<file path="src/rtl/led_pkg.sv">
// -----------------------------------------------------------------------------
// led_pkg
// Shared types and helpers for the multiplexed LED-matrix scanner family.
//   state_t  : scan state machine encoding (IDLE, BLANK, DRIVE)
//   LCOL_OFF : active-low column-select pattern with every column off
//   col_sel  : one-cold active-low column-select pattern for a column index
// Column patterns are MAX_COLS wide; each user casts them to its own width.
// -----------------------------------------------------------------------------
package led_pkg;

    typedef enum logic [1:0] {
        IDLE  = 2'd0,
        BLANK = 2'd1,
        DRIVE = 2'd2
    } state_t;

    localparam int MAX_COLS = 32;

    localparam logic [MAX_COLS-1:0] LCOL_OFF = '1;

    function automatic logic [MAX_COLS-1:0] col_sel(input logic [31:0] col);
        return ~(MAX_COLS'(1) << col);
    endfunction

endpackage

</file>
<file path="src/rtl/led_pwm_gen.sv">
// -----------------------------------------------------------------------------
// led_pwm_gen
// Combinational PWM comparator shared by LED driver blocks.
// Ports:
//   phase      in  BRIGHT_BITS  free-running PWM phase
//   brightness in  BRIGHT_BITS  duty setting (all ones = always on)
//   pwm_on     out 1            high while the LED may be lit
// -----------------------------------------------------------------------------
module led_pwm_gen #(
    parameter int BRIGHT_BITS = 4
) (
    input  logic [BRIGHT_BITS-1:0] phase,
    input  logic [BRIGHT_BITS-1:0] brightness,
    output logic                   pwm_on
);

    // Full scale is forced on so that the top setting gives 100 % duty
    // instead of (2^N-1)/2^N.
    always_comb begin
        pwm_on = (&brightness) | (phase < brightness);
    end

endmodule

</file>
<file path="src/rtl/led_matrix_scan.sv">
// -----------------------------------------------------------------------------
// led_matrix_scan
// Time-multiplexed LED-matrix driver: NUM_COLS columns of ROWS LEDs share one
// row bus. Each column owns a slot of SLOT_CYCLES clocks; the first
// BLANK_CYCLES of every slot keep all columns off to prevent ghosting. A global
// PWM brightness gates the row data during the drive part of each slot.
// Ports:
//   clk12MHz    in   1               system clock
//   resetn      in   1               asynchronous active-low reset
//   enable      in   1               scan enable (low = dark, counters cleared)
//   brightness  in   BRIGHT_BITS     global PWM duty
//   leds_in     in   NUM_COLS*ROWS   frame data, column c at [c*ROWS +: ROWS]
//   leds        out  ROWS            registered row drive, active high
//   lcol        out  NUM_COLS        registered column select, active low
//   frame_start out  1               one-cycle strobe at start of column 0 slot
// Build option:
//   LED_SCAN_SNAPSHOT_EN  when defined, leds_in is captured into a frame
//                         buffer at the start of every frame and the display
//                         is driven only from that buffer (tear-free frames).
// -----------------------------------------------------------------------------
module led_matrix_scan
    import led_pkg::*;
#(
    parameter int NUM_COLS     = 4,
    parameter int ROWS         = 8,
    parameter int SLOT_CYCLES  = 65536,
    parameter int BLANK_CYCLES = 64,
    parameter int BRIGHT_BITS  = 4
) (
    input  logic                     clk12MHz,
    input  logic                     resetn,
    input  logic                     enable,
    input  logic [BRIGHT_BITS-1:0]   brightness,
    input  logic [NUM_COLS*ROWS-1:0] leds_in,
    output logic [ROWS-1:0]          leds,
    output logic [NUM_COLS-1:0]      lcol,
    output logic                     frame_start
);

    localparam int COL_W  = (NUM_COLS > 1) ? $clog2(NUM_COLS) : 1;
    localparam int SLOT_W = $clog2(SLOT_CYCLES);

    localparam logic [COL_W-1:0]  COL_LAST  = COL_W'(NUM_COLS - 1);
    localparam logic [SLOT_W-1:0] SLOT_LAST = SLOT_W'(SLOT_CYCLES - 1);
    localparam logic [SLOT_W-1:0] BLANK_END = SLOT_W'(BLANK_CYCLES);

    state_t              state_q, state_d;
    logic [COL_W-1:0]    col_q, col_d;
    logic [SLOT_W-1:0]   slot_q, slot_d;
    logic [ROWS-1:0]     leds_q, leds_d;
    logic [NUM_COLS-1:0] lcol_q, lcol_d;
    logic                fs_q, fs_d;

    logic [NUM_COLS*ROWS-1:0] src;
    logic [ROWS-1:0]          col_data;
    logic                     pwm_on;

`ifdef LED_SCAN_SNAPSHOT_EN
    logic [NUM_COLS*ROWS-1:0] frame_q, frame_d;
    logic                     frame_load;

    // Load on the edge that moves the scan onto column 0 / slot 0: either
    // leaving IDLE or wrapping out of the last slot of the last column.
    always_comb begin
        frame_load = enable &&
                     ((state_q == IDLE) ||
                      ((slot_q == SLOT_LAST) && (col_q == COL_LAST)));
        frame_d    = frame_load ? leds_in : frame_q;
    end

    always_ff @(posedge clk12MHz or negedge resetn) begin
        if (!resetn) begin
            frame_q <= '0;
        end else begin
            frame_q <= frame_d;
        end
    end

    assign src = frame_q;
`else
    assign src = leds_in;
`endif

    assign col_data = src[32'(col_q)*ROWS +: ROWS];

    led_pwm_gen #(
        .BRIGHT_BITS (BRIGHT_BITS)
    ) u_pwm (
        .phase      (slot_q[BRIGHT_BITS-1:0]),
        .brightness (brightness),
        .pwm_on     (pwm_on)
    );

    always_comb begin
        state_d = state_q;
        col_d   = col_q;
        slot_d  = slot_q;
        leds_d  = '0;
        lcol_d  = NUM_COLS'(LCOL_OFF);
        fs_d    = 1'b0;

        if (!enable) begin
            state_d = IDLE;
            col_d   = '0;
            slot_d  = '0;
        end else if (state_q == IDLE) begin
            state_d = BLANK;
            col_d   = '0;
            slot_d  = '0;
        end else begin
            // Outputs reflect the current position; they appear one edge later.
            fs_d = (col_q == '0) && (slot_q == '0);
            if (state_q == DRIVE) begin
                lcol_d = NUM_COLS'(col_sel(32'(col_q)));
                leds_d = pwm_on ? col_data : '0;
            end

            // Explicit wraps so non-power-of-two sizes never skip or add slots.
            if (slot_q == SLOT_LAST) begin
                slot_d = '0;
                col_d  = (col_q == COL_LAST) ? '0 : col_q + 1'b1;
            end else begin
                slot_d = slot_q + 1'b1;
            end

            // BLANK/DRIVE follows the slot position, so every column change
            // passes through BLANK.
            state_d = (slot_d < BLANK_END) ? BLANK : DRIVE;
        end
    end

    always_ff @(posedge clk12MHz or negedge resetn) begin
        if (!resetn) begin
            state_q <= IDLE;
            col_q   <= '0;
            slot_q  <= '0;
            leds_q  <= '0;
            lcol_q  <= NUM_COLS'(LCOL_OFF);
            fs_q    <= 1'b0;
        end else begin
            state_q <= state_d;
            col_q   <= col_d;
            slot_q  <= slot_d;
            leds_q  <= leds_d;
            lcol_q  <= lcol_d;
            fs_q    <= fs_d;
        end
    end

    assign leds        = leds_q;
    assign lcol        = lcol_q;
    assign frame_start = fs_q;

endmodule

</file>
<file path="config.mk">
export PLATFORM = sky130hd
export DESIGN_NAME = led_matrix_scan
export DESIGN_NICKNAME = d
export VERILOG_FILES = /design/src/rtl/led_pkg.sv /design/src/rtl/led_pwm_gen.sv /design/src/rtl/led_matrix_scan.sv
export SDC_FILE = /design/constraint.sdc
export NUM_CORES = 1
export LEC_CHECK = 0
export CAP_MARGIN = 20
export CORE_MARGIN = 10
export CORE_UTILIZATION = 48
export DETAILED_ROUTE_END_ITERATION = 7
export GPL_TIMING_DRIVEN = 0
export PLACE_DENSITY = 0.82
export SLEW_MARGIN = 10
export SYNTH_ARGS = -nofsm -noshare
export SYNTH_HDL_FRONTEND = slang
export SYNTH_SLANG_ARGS = --single-unit
</file>
<file path="constraint.sdc">
create_clock -name clk12MHz -period 2.3 [get_ports clk12MHz]
set_input_delay 0.46 -clock clk12MHz [delete_from_list [all_inputs] [get_ports clk12MHz]]
set_output_delay 0.46 -clock clk12MHz [all_outputs]
set_load 0.02 [all_outputs]
</file>
; ---- Word-level counts from Yosys, hierarchy flattened
; Index checks and enable logic that the tools add are counted.
[classes]
addsub = 2
order_cmp = 2
eq_ne = 4
n_shift = 2
mux = 21
n_bitwise = 2
n_reduce_logical = 5
[op_table]
columns = cell, n
row1 = 2-to-1 mux 16 bit, 5
row2 = 2-to-1 mux 8 bit, 4
row3 = variable part select 32 x 6 -> 8 bit, 1
row4 = "adder 16 x 1 -> 16 bit, second input constant", 1
row5 = "equality test 16 bit, second input constant", 1
row6 = zero test 16 bit, 1
row7 = "less-than comparator 16 x 7 -> 1 bit, second input constant", 1
row8 = 2-to-1 mux 2 bit, 7
row9 = 2-to-1 mux 4 bit, 3
row10 = "equality test 2 bit, second input constant", 2
row11 = zero test 2 bit, 2
row12 = less-than comparator 4 bit, 1
row13 = inverter 4 bit, 1
row14 = AND reduction 4 bit, 1
row15 = "<< shifter 1 x 2 -> 4 bit, first input constant", 1
row16 = "inequality test 3 x 1 -> 1 bit, second input constant", 1
row17 = "adder 2 x 1 -> 2 bit, second input constant", 1
row18 = 2-to-1 mux 1 bit, 2
row19 = logical AND 1 bit, 1
row20 = bitwise OR 1 bit, 1
[totals]
regBits = 33
input_bits = 39
out_inout_bits = 13
elab_cells = 44

; ---- Depth between registers and ports, before layout
; Gate-level depths: netlist (run 1).
[depth]
word_depth = 8
ltp_mapped = 8
depth_no_buf = 7

; ---- Modules after synthesis
; A second synthesis (run 1) with hierarchy kept.
[unflattened]
cells_unflattened = 183
area_unflattened_um2 = 1880.6
[by_module_without_submodules]
columns = mod, instances, cells_each, area_per_inst_um2, seq_area_each_um2
row1 = led_matrix_scan, 1, 171, 1791.7, 830.8
row2 = led_pwm_gen, 1, 12, 88.8, 0.0

; ---- Least setup slack after synthesis (run 1)
; OpenSTA, ideal clock, no wires.
[synth_timing]
kind = flip-flop to flip-flop
start = register slot_q[0]
end = register slot_q[11]
setup_ns = 0.071
arrival_time_ns = 1.799
t_required_ns = 2.229
slack_ns = 0.430
stages_incl_launch_ff = 9
path_buffers = 2
period_less_slack_ns = 1.870
path_cell_list = dfrtp_1 ha_1 nand2_1 nor4_2 and3_1 buf_4 or2_2 buf_6 nor2_1
[synth_via]
elab_chain_cells = 6
elab_cells_between_ends = 7
cone_classes = add/sub: 1 / eq/ne: 1 / mux: 5
[synth_rtl]
columns = element, line_no
row1 = from (decl), led_matrix_scan.sv:49  ; logic [SLOT_W-1:0] slot_q, slot_d;
row2 = from (signal assigned), led_matrix_scan.sv:143  ; slot_q <= slot_d;
row3 = adder 16 x 1 -> 16 bit or equality test 16 bit (tied branches), "led_matrix_scan.sv:123, led_matrix_scan.sv:119"
row4 = 2-to-1 mux 16 bit *, led_matrix_scan.sv:119  ; if (slot_q == SLOT_LAST) begin
row5 = 2-to-1 mux 16 bit *, led_matrix_scan.sv:106  ; end else if (state_q == IDLE) begin
row6 = 2-to-1 mux 16 bit *, led_matrix_scan.sv:102  ; if (!enable) begin
row7 = 2-to-1 mux 16 bit *, led_matrix_scan.sv:106
row8 = 2-to-1 mux 16 bit *, led_matrix_scan.sv:102
row9 = via slot_d[11], led_matrix_scan.sv:49
; Mark *: on every way through the listed nets, which the timed path passes. The rest lies on a longest branch. The select of a mux whose other input is x is not followed.
; A chain may end at the register's enable or synchronous reset.

; ---- Final worst setup path (run 1)
[layout_timing]
start = register slot_q[0]
end = register slot_q[9]
; The elaborated chain is that of the path after synthesis.

==> impl_metrics.yaml, run 1 <==
layout:
  multiInputGateArea_mm2: 0.001033
  fillCellCount: 320
  seq_area_um2: 830.8
  stdcell_count: 287
  final_cell_area_mm2: 0.002604
  drive_above_1_share_pct: 16.46
  final_nets: 284
  antenna_cells: 0
  area_growth_pct: 33.23
power_and_ir_drop:
  vdd_drop_max_uv: 306.0
  leakagePower_uw: 0.001126
  powerDensity_mw_per_mm2: 428.8
die:
  core_mm2: 0.003971
  row_count: 23
  die_w_um: 83.81
  start_util_pct: 49.21
  die-height_um: 83.81
  fp.dieArea_mm2: 0.007024
  ios: 52
sta:
  timing.slew.headroom_pct: 51.56
  drv_slew: 0
  setup_viol: 0
  skew_ns: 0.007807
  fin_crit_sh_pct: 90.71
  fmax_mhz: 479.3
  min_period_ns: 2.086
  tightest_slew_ns: 0.7266
  rsz0062_at_grt: "no"
  hold_viol_final: 0
detailed_routing:
  antenna_left: 0
  routedWlPerCell_um: 16.47
  firstDrtPassIters: 4
  vias: 1515
  drt_iter0_drc: 89
  avgViaCountPerCell: 5.279
  drc: 0
  routed_wl_um: 4727
placement:
  gp_congestion: 0.7791
  hpwl_um: 3739
  portBuffers: 51
  dp.cells: 279
  place_area_mm2: 0.002522
synthesis:
  syn_nets: 226
  yosysMostFrequentCell: "dfrtp_1"
  synthArstFlopShare_pct: 100.0
  ys_top_cells_by_count: "dfrtp_1 (29), nor2_1 (24), nand2_1 (12)"
  syn_area_mm2: 0.001954
  yosysWarnings: 0
  yosysTopAreaCellShare_pct: 37.13
  synth_edf_count: 0
  synth_seq_cells: 33
  seq_area_frac_synth_pct: 42.51
  postSynthAreaPerCell_um2: 10.98
  synth_cells: 178
  yosysTopAreaCell: "dfrtp_1"
  ys_types: 48
  yosys-top-cells-area: "dfrtp_1 (37%), mux4_2 (9.2%), ha_1 (5.8%)"
  synth_flop_cell: "dfrtp_1"
global_route:
  grt_max_degree: 34
  grt_overflow: 0
  grt_pass1_wl_um: 7728
  antenna_found_initial: 0
  grt_use_total_pct: 13.72
  grt_pass1_vias: 1537
critical_path:
  crit_type: "flop to flop"
  cp_max_fo: 10
  critPathBufInv: 2
  endpoint_kind: "flop"
  crit_family: "simple AND/OR/NAND/NOR gates"
  path_cells: "ha_1 -> nand2_1 -> nor4_2 -> and3_1 -> buf_4 -> or2_2 -> buf_6 -> nor2_1"
  startpoint_type: "flop"
  cpMaxStageDelayCell: "dfrtp_1"
  required_ns: 2.51
  cp.arrival_ns: 2.30
  worst_path_largest_cell_delay_ns: 0.42
clock_tree:
  h-tree-depth: 2
  cts.root.buffer_cell: "clkbuf_8"
  clockBufferDepth: 2
  clkSinkCount: 33
  cts_tree: "yes"
  cts_hold_buf: 0
  numCtsBuffers: 5
  path_clk_slew_ns: 0.06
  insertion_delay_ns: 0.28
worst_hold_path:
  hold_class: "input pin to asynchronous set/reset pin"
status:
  status: "finished clean"
run:
  maxCapViolations: 0
-- worst register-to-register path, cell delays in order, from the launching register on --
cell     delay [ns]
dfrtp_1        0.42
ha_1           0.26
nand2_1        0.28
nor4_2         0.11
and3_1         0.19
buf_4          0.15
or2_2          0.34
buf_6          0.16
nor2_1         0.10
-- per-stage QoR --
| step | power, µW | util (%) | setup TNS, ns | worst slack [ns] | hold slack (ns) |
|---|---|---|---|---|---|
| after global placement | 712.9 | 63.64 | -0.9407 | -0.1202 | 0.4921 |
| after global routing | 1165 | 65.56 | 0 | 0.04918 | 0.2883 |
| final | 1116 | 65.56 | 0 | 0.2136 | 0.2312 |
| after detailed placement | 714.7 | 63.52 | -1.697 | -0.2314 | 0.5143 |
| after CTS | 1132 | 65.56 | 0 | 0.08006 | 0.2492 |
| after floorplan | 630.2 | - | 0 | 0.4299 | 0.1644 |
-- layer usage --
layer,GRT usage [%],vias to the layer above,part of all wire (%)
met5,0,-,0
met4,5.479,0,1.4
met3,3.516,5,3.9
met2,25.99,30,55
met1,13.75,747,39
li1,-,733,-
-- cell usage in the layout, fill, tap and decap left out, drive strengths merged, types with 3 or more instances in the layout --
cell type      synthesis  routed
o21ai                  3       3
clkbuf                 1       8
nor4                   5       5
nor2b                 10      10
inv                    9       9
xnor2                 10      10
buf                    7       8
xor2                   4       4
dfstp                  4       4
and3                   4       4
ha                     9       9
clkdlybuf4s50          0      50
nor3                   6       6
nor2                  25      25
nand4                  5       5
nand2                 12      12
nand3                  3       3
mux2i                  3       3
dfrtp                 29      29
mux4                   8       8
-- registers in the layout (all words and copies together), names as in the netlist --
register / count
slot_q: 16
leds: 8
lcol: 4
col_q: 2
state_q: 2
frame_start: 1
-- final timing paths --
kind,from,endpoint,slack (ns),depth (start not counted)
worst max-delay path,slot_q[0],slot_q[9],0.21,8
worst min-delay path,resetn,frame_start,0.23,1
worst max register to register,slot_q[0],slot_q[9],0.21,8
worst min register to register,slot_q[0],slot_q[0],0.52,1
max in group asynchronous,resetn,slot_q[12],1.60,1
min in group clk12MHz,slot_q[0],slot_q[0],0.52,1
-- area by class of cell --
| cell class | instances | area share [%] |
|---|---|---|
| clock inverters | 1 | 0.1922 |
| repair buffers | 51 | 19.41 |
| multi-input cells | 128 | 39.69 |
| well taps | 50 | 2.403 |
| clock buffers | 7 | 2.931 |
| inverters | 9 | 1.297 |
| plain buffers | 8 | 2.162 |
| flip-flops and latches | 33 | 31.91 |
-- report_power, final --
group          switching [µW]  internal (µW)
clock                     201            212
sequential               3.13            584
combinational            37.4           78.2
total                     242            875
-- kinds of logic after synthesis --
| logic type | Yosys count | synth area share, % |
|---|---|---|
| multiplexers | 11 | 10.76 |
| XOR/XNOR | 14 | 6.274 |
| AO/OA/AOI/OAI | 12 | 5.057 |
| AND/OR/NAND/NOR | 82 | 25.03 |
| flip-flops | 33 | 42.51 |
| adder cells (fa/ha/maj) | 9 | 5.762 |
| buffers and inverters | 17 | 4.609 |
-- repair_timing --
| action | CTS | global route |
|---|---|---|
| setup endpoints to repair | 0 | 2 |
| setup buffers | 0 | 0 |
| gates resized for setup | 0 | 1 |
| hold endpoints to repair | 0 | 0 |
(Power assumes the default switching activity.)
==> run 2, diff against run 1 <==
GPL_TIMING_DRIVEN = not set   (was 0)
==> run 2 against run 1 <==
Hold slack improved by 0.27 ns; fmax shrank 0.44%; global-route usage shrank 0.23 points.
==> impl_metrics.yaml, run 2 (same netlist as run 1, synthesis figures left out) <==
sta:
  hold_viol_final: 0
  fin_crit_sh_pct: 91.12
  rsz0062_at_grt: "no"
  tightest_slew_ns: 0.6026
  min_period_ns: 2.096
  drv_slew: 0
  timing.hold.ws_ns: 0.5036
  setup_viol: 0
  tns_ns: 0
  timing.slew.headroom_pct: 59.56
  skew_ns: 0.004398
  fmax_mhz: 477.2
power_and_ir_drop:
  clockPowerShare_pct: 37.5
  vdd_drop_max_uv: 309.5
  swShare_pct: 21.92
  seqPwrFrac_pct: 52.2
  leakagePower_uw: 0.001106
  p_comb_share_pct: 10.4
  p_int_uw: 878.8
  powerDensity_mw_per_mm2: 436.1
  power_uw: 1126
  switchingPower_uw: 246.7
placement:
  gp_congestion: 0.8666
  place_area_mm2: 0.002501
  portBuffers: 51
  hpwl_um: 3618
critical_path:
  cpMaxStageDelayCell: "dfrtp_1"
  startpoint_type: "flop"
  path_cells: "ha_1 -> nand2_1 -> nor4_2 -> and3_1 -> or2_2 -> nor2_1"
  cp.arrival_ns: 2.26
  endpoint_kind: "flop"
  crit_type: "flop to flop"
  cp_max_fo: 13
  worst_path_largest_cell_delay_ns: 0.41
  critPathBufInv: 0
  required_ns: 2.46
  crit_family: "simple AND/OR/NAND/NOR gates"
layout:
  fillCellCount: 325
  drive_above_1_share_pct: 15.02
  layout_commonest_cell: "clkdlybuf4s50_1"
  final_cell_area_mm2: 0.002581
  largest_reg_flops: 16
  post-route-util_pct: 65.00
  top_register: "slot_q"
  area_growth_pct: 32.07
  antenna_cells: 0
  final_nets: 280
  layout_common_cells: "clkdlybuf4s50_1 (51), dfrtp_1 (29), nor2_1 (24), nand2_1 (12)"
detailed_routing:
  routedWlPerCell_um: 16.33
  drt_iter0_drc: 107
  antenna_left: 0
  avgViaCountPerCell: 5.152
  drc: 0
  routed_wl_um: 4622
  firstDrtPassIters: 4
  vias: 1458
global_route:
  grt_use_total_pct: 13.48
  grt_overflow: 0
  grt_max_degree: 34
  grt_pass1_wl_um: 7631
  grt_pass1_vias: 1439
  antenna_found_initial: 0
clock_tree:
  insertion_delay_ns: 0.29
  numCtsBuffers: 5
  post_cts_resized: 0
  h-tree-depth: 2
  clockBufferDepth: 2
  cts.root.buffer_cell: "clkbuf_8"
  post-cts-setup-buffers: 0
  clkSinkCount: 33
  cts_tree: "yes"
  cts_hold_buf: 0
  path_clk_slew_ns: 0.06
die:
  row_count: 23
  die_w_um: 83.81
  start_util_pct: 49.21
  fp.dieArea_mm2: 0.007024
  ios: 52
  core_mm2: 0.003971
  die-height_um: 83.81
run:
  maxCapViolations: 0
status:
  status: "finished clean"
worst_hold_path:
  hold_class: "flop to flop"
## run 2: changes by cell type in the layout (fill, tap and decap cells not counted)
cell / previous run / this run
clkinv_2: 1 / 0
buf_6: 1 / 0
buf_8: 1 / 0
clkdlybuf4s50_1: 50 / 51
buf_2: 4 / 0
buf_4: 1 / 4
buf_1: 1 / 0
## run 2: path summary, 6_finish.rpt
path	cells after the start	slack (ns)	start	endpoint
min reg2reg	1	0.50	slot_q[0]	slot_q[0]
max reg2reg	6	0.20	slot_q[1]	slot_q[4]
max in group asynchronous	2	1.39	resetn	lcol[0]
min	1	0.50	slot_q[0]	slot_q[0]
max	6	0.20	slot_q[1]	slot_q[4]
min in group asynchronous	2	0.58	resetn	slot_q[6]
## run 2: per-layer routing
metal	global-route usage (%)	vias to the layer above	wire, µm
met5	0	-	0
met4	5.479	0	78
met3	3.027	5	134
met2	23.62	23	2485
met1	15.34	707	1924
li1	-	723	-
## run 2: per-stage QoR
stage          instances  setup WS [ns]
2_1_floorplan        178         0.4299
5_1_grt              283        0.03555
4_1_cts              283        0.08055
6_report             283         0.2043
3_5_place_dp         275        -0.2352
3_3_place_gp         275       -0.07719
## run 2: cell type report
type	instances	area, µm²	area share (%)
sequential	33	830.8	32.19
tap	50	62.56	2.424
inverter	9	33.78	1.309
clock buffer	8	80.08	3.102
timing repair buffer	55	540.5	20.94
multi-input combinational	128	1033	40.04
## run 2: power by group through the flow
stage	sequential, µW	combinational, µW	clock (µW)
5_1_grt	587	128	456
6_report	587	117	422
3_3_place_gp	597	116	0
3_5_place_dp	598	118	0
2_1_floorplan	599	31.7	0
4_1_cts	587	118	429
==> run 3, diff against run 2 <==
CORE_MARGIN = 4   (was 10)
SLEW_MARGIN = not set   (was 10)
clock period = 2.4 ns   (was 2.3 ns; I/O delays follow)
==> run 3 against run 2 <==
Sequential power fell by 4.1%; hold slack got worse by 0.0044 ns; final cell count fell by 1.1%; via count rose by 2.6%; global-route usage rose by 4.1 points; critical endpoint is now leds[6]; wire length fell by 8.8%; setup slack improved by 0.012 ns; first-iteration DRC count fell by 8.4%; critical path type is now input pin to flop; non-clock buffer count fell by 1; sequential share of layout area did not move.
==> impl_metrics.yaml, run 3 (same netlist as run 1, synthesis figures left out) <==
status:
  status: "finished clean"
detailed_routing:
  drc: 0
  routed_wl_um: 4215
  drt_iter0_drc: 98
  avgViaCountPerCell: 5.343
  antenna_left: 0
  vias: 1496
  firstDrtPassIters: 4
  routedWlPerCell_um: 15.05
sta:
  fmax_mhz: 457.9
  rsz0062_at_grt: "no"
  tns_ns: 0
  fin_crit_sh_pct: 90.99
  timing.hold.ws_ns: 0.4992
  tightest_slew_ns: 0.9199
  timing.slew.headroom_pct: 38.02
  skew_ns: 0.008798
  drv_slew: 0
  min_period_ns: 2.184
  setup_viol: 0
  hold_viol_final: 0
die:
  die_w_um: 71.81
  ios: 52
  row_count: 22
  die-height_um: 71.81
  fp.dieArea_mm2: 0.005157
  core_mm2: 0.003799
  start_util_pct: 51.45
global_route:
  antenna_found_initial: 0
  grt_use_total_pct: 17.61
  grt_pass1_vias: 1506
  grt_overflow: 0
  grt_pass1_wl_um: 6982
  grt_max_degree: 34
critical_path:
  cpMaxStageDelayCell: "o21ai_0"
  required_ns: 2.54
  path_common_cell: "a21o_1"
  cp.arrival_ns: 2.32
  crit_type: "input pin to flop"
  critPathBufInv: 2
  path_cells: "clkdlybuf4s50_1 -> inv_1 -> ha_1 -> a21o_1 -> a21o_1 -> a21oi_1 -> o21ai_0 -> nor2b_1"
  endpoint_kind: "flop"
  reg2regPathDepth: 6
  startpoint_type: "input pin"
  crit_family: "compound AO/OA/AOI/OAI gates"
  worst_path_largest_cell_delay_ns: 0.71
  cp_max_fo: 8
  crit_cells: 8
power_and_ir_drop:
  vdd_drop_max_uv: 272.3
  powerDensity_mw_per_mm2: 425.6
  power_uw: 1098
  leakagePower_uw: 0.001106
layout:
  final_cell_area_mm2: 0.002581
  drive_above_1_share_pct: 15.09
  layout_common_cells: "clkdlybuf4s50_1 (51), dfrtp_1 (29), nor2_1 (24), nand2_1 (12)"
  final_nets: 279
  area_growth_pct: 32.07
  antenna_cells: 0
  top_register: "slot_q"
  post-route-util_pct: 67.95
  largest_reg_flops: 16
  layout_commonest_cell: "clkdlybuf4s50_1"
clock_tree:
  cts.root.buffer_cell: "clkbuf_8"
  h-tree-depth: 2
  clockBufferDepth: 2
  numCtsBuffers: 5
  post_cts_resized: 0
  cts_tree: "yes"
  insertion_delay_ns: 0.28
  clkSinkCount: 33
  cts_hold_buf: 0
  post-cts-setup-buffers: 0
  path_clk_slew_ns: 0.07
placement:
  hpwl_um: 3199
  place_area_mm2: 0.002491
  gp_congestion: 0.7845
  portBuffers: 51
run:
  maxCapViolations: 0
worst_hold_path:
  hold_depth: 1
  hold_class: "flop to flop"
==> run 3: per-layer routing <==
| metal | part of all wire [%] | vias to the layer above | track usage (%) |
|---|---|---|---|
| met4 | 2.3 | 0 | 7.933 |
| met2 | 52 | 26 | 30.20 |
| li1 | - | 720 | - |
| met1 | 42 | 741 | 21.45 |
| met5 | 0 | - | 0 |
| met3 | 3.0 | 9 | 3.226 |
==> run 3: cell type report <==
class / instances / area [µm²]
clock buffer: 8 / 90.09
fill: 304 / 1217
inverter: 9 / 33.78
multi-input combinational: 128 / 1033
sequential: 33 / 830.8
tap: 48 / 60.06
timing repair buffer: 54 / 533.0
==> run 3: power breakdown <==
| group | internal [µW] | switching, µW | total [µW] |
|---|---|---|---|
| sequential | 560 | 2.63 | 563 |
| combinational | 76.4 | 34.4 | 111 |
| clock | 234 | 191 | 425 |
==> run 3: worst paths after layout <==
| check | startpoint | end | slack (ns) |
|---|---|---|---|
| worst max-delay path | brightness[1] | leds[6] | 0.22 |
| worst min-delay path | slot_q[0] | slot_q[0] | 0.50 |
| worst max register to register | slot_q[1] | slot_q[4] | 0.32 |
| worst min register to register | slot_q[0] | slot_q[0] | 0.50 |
| max in group asynchronous | resetn | lcol[0] | 1.47 |
| min in group asynchronous | resetn | leds[7] | 0.59 |
==> run 3: metrics by stage <==
stage	std cells	worst slack (ns)
6_report	280	0.2164
2_1_floorplan	178	0.5299
4_1_cts	280	0.2031
3_3_place_gp	272	-0.01671
5_1_grt	280	0.04194
3_5_place_dp	272	-0.1006
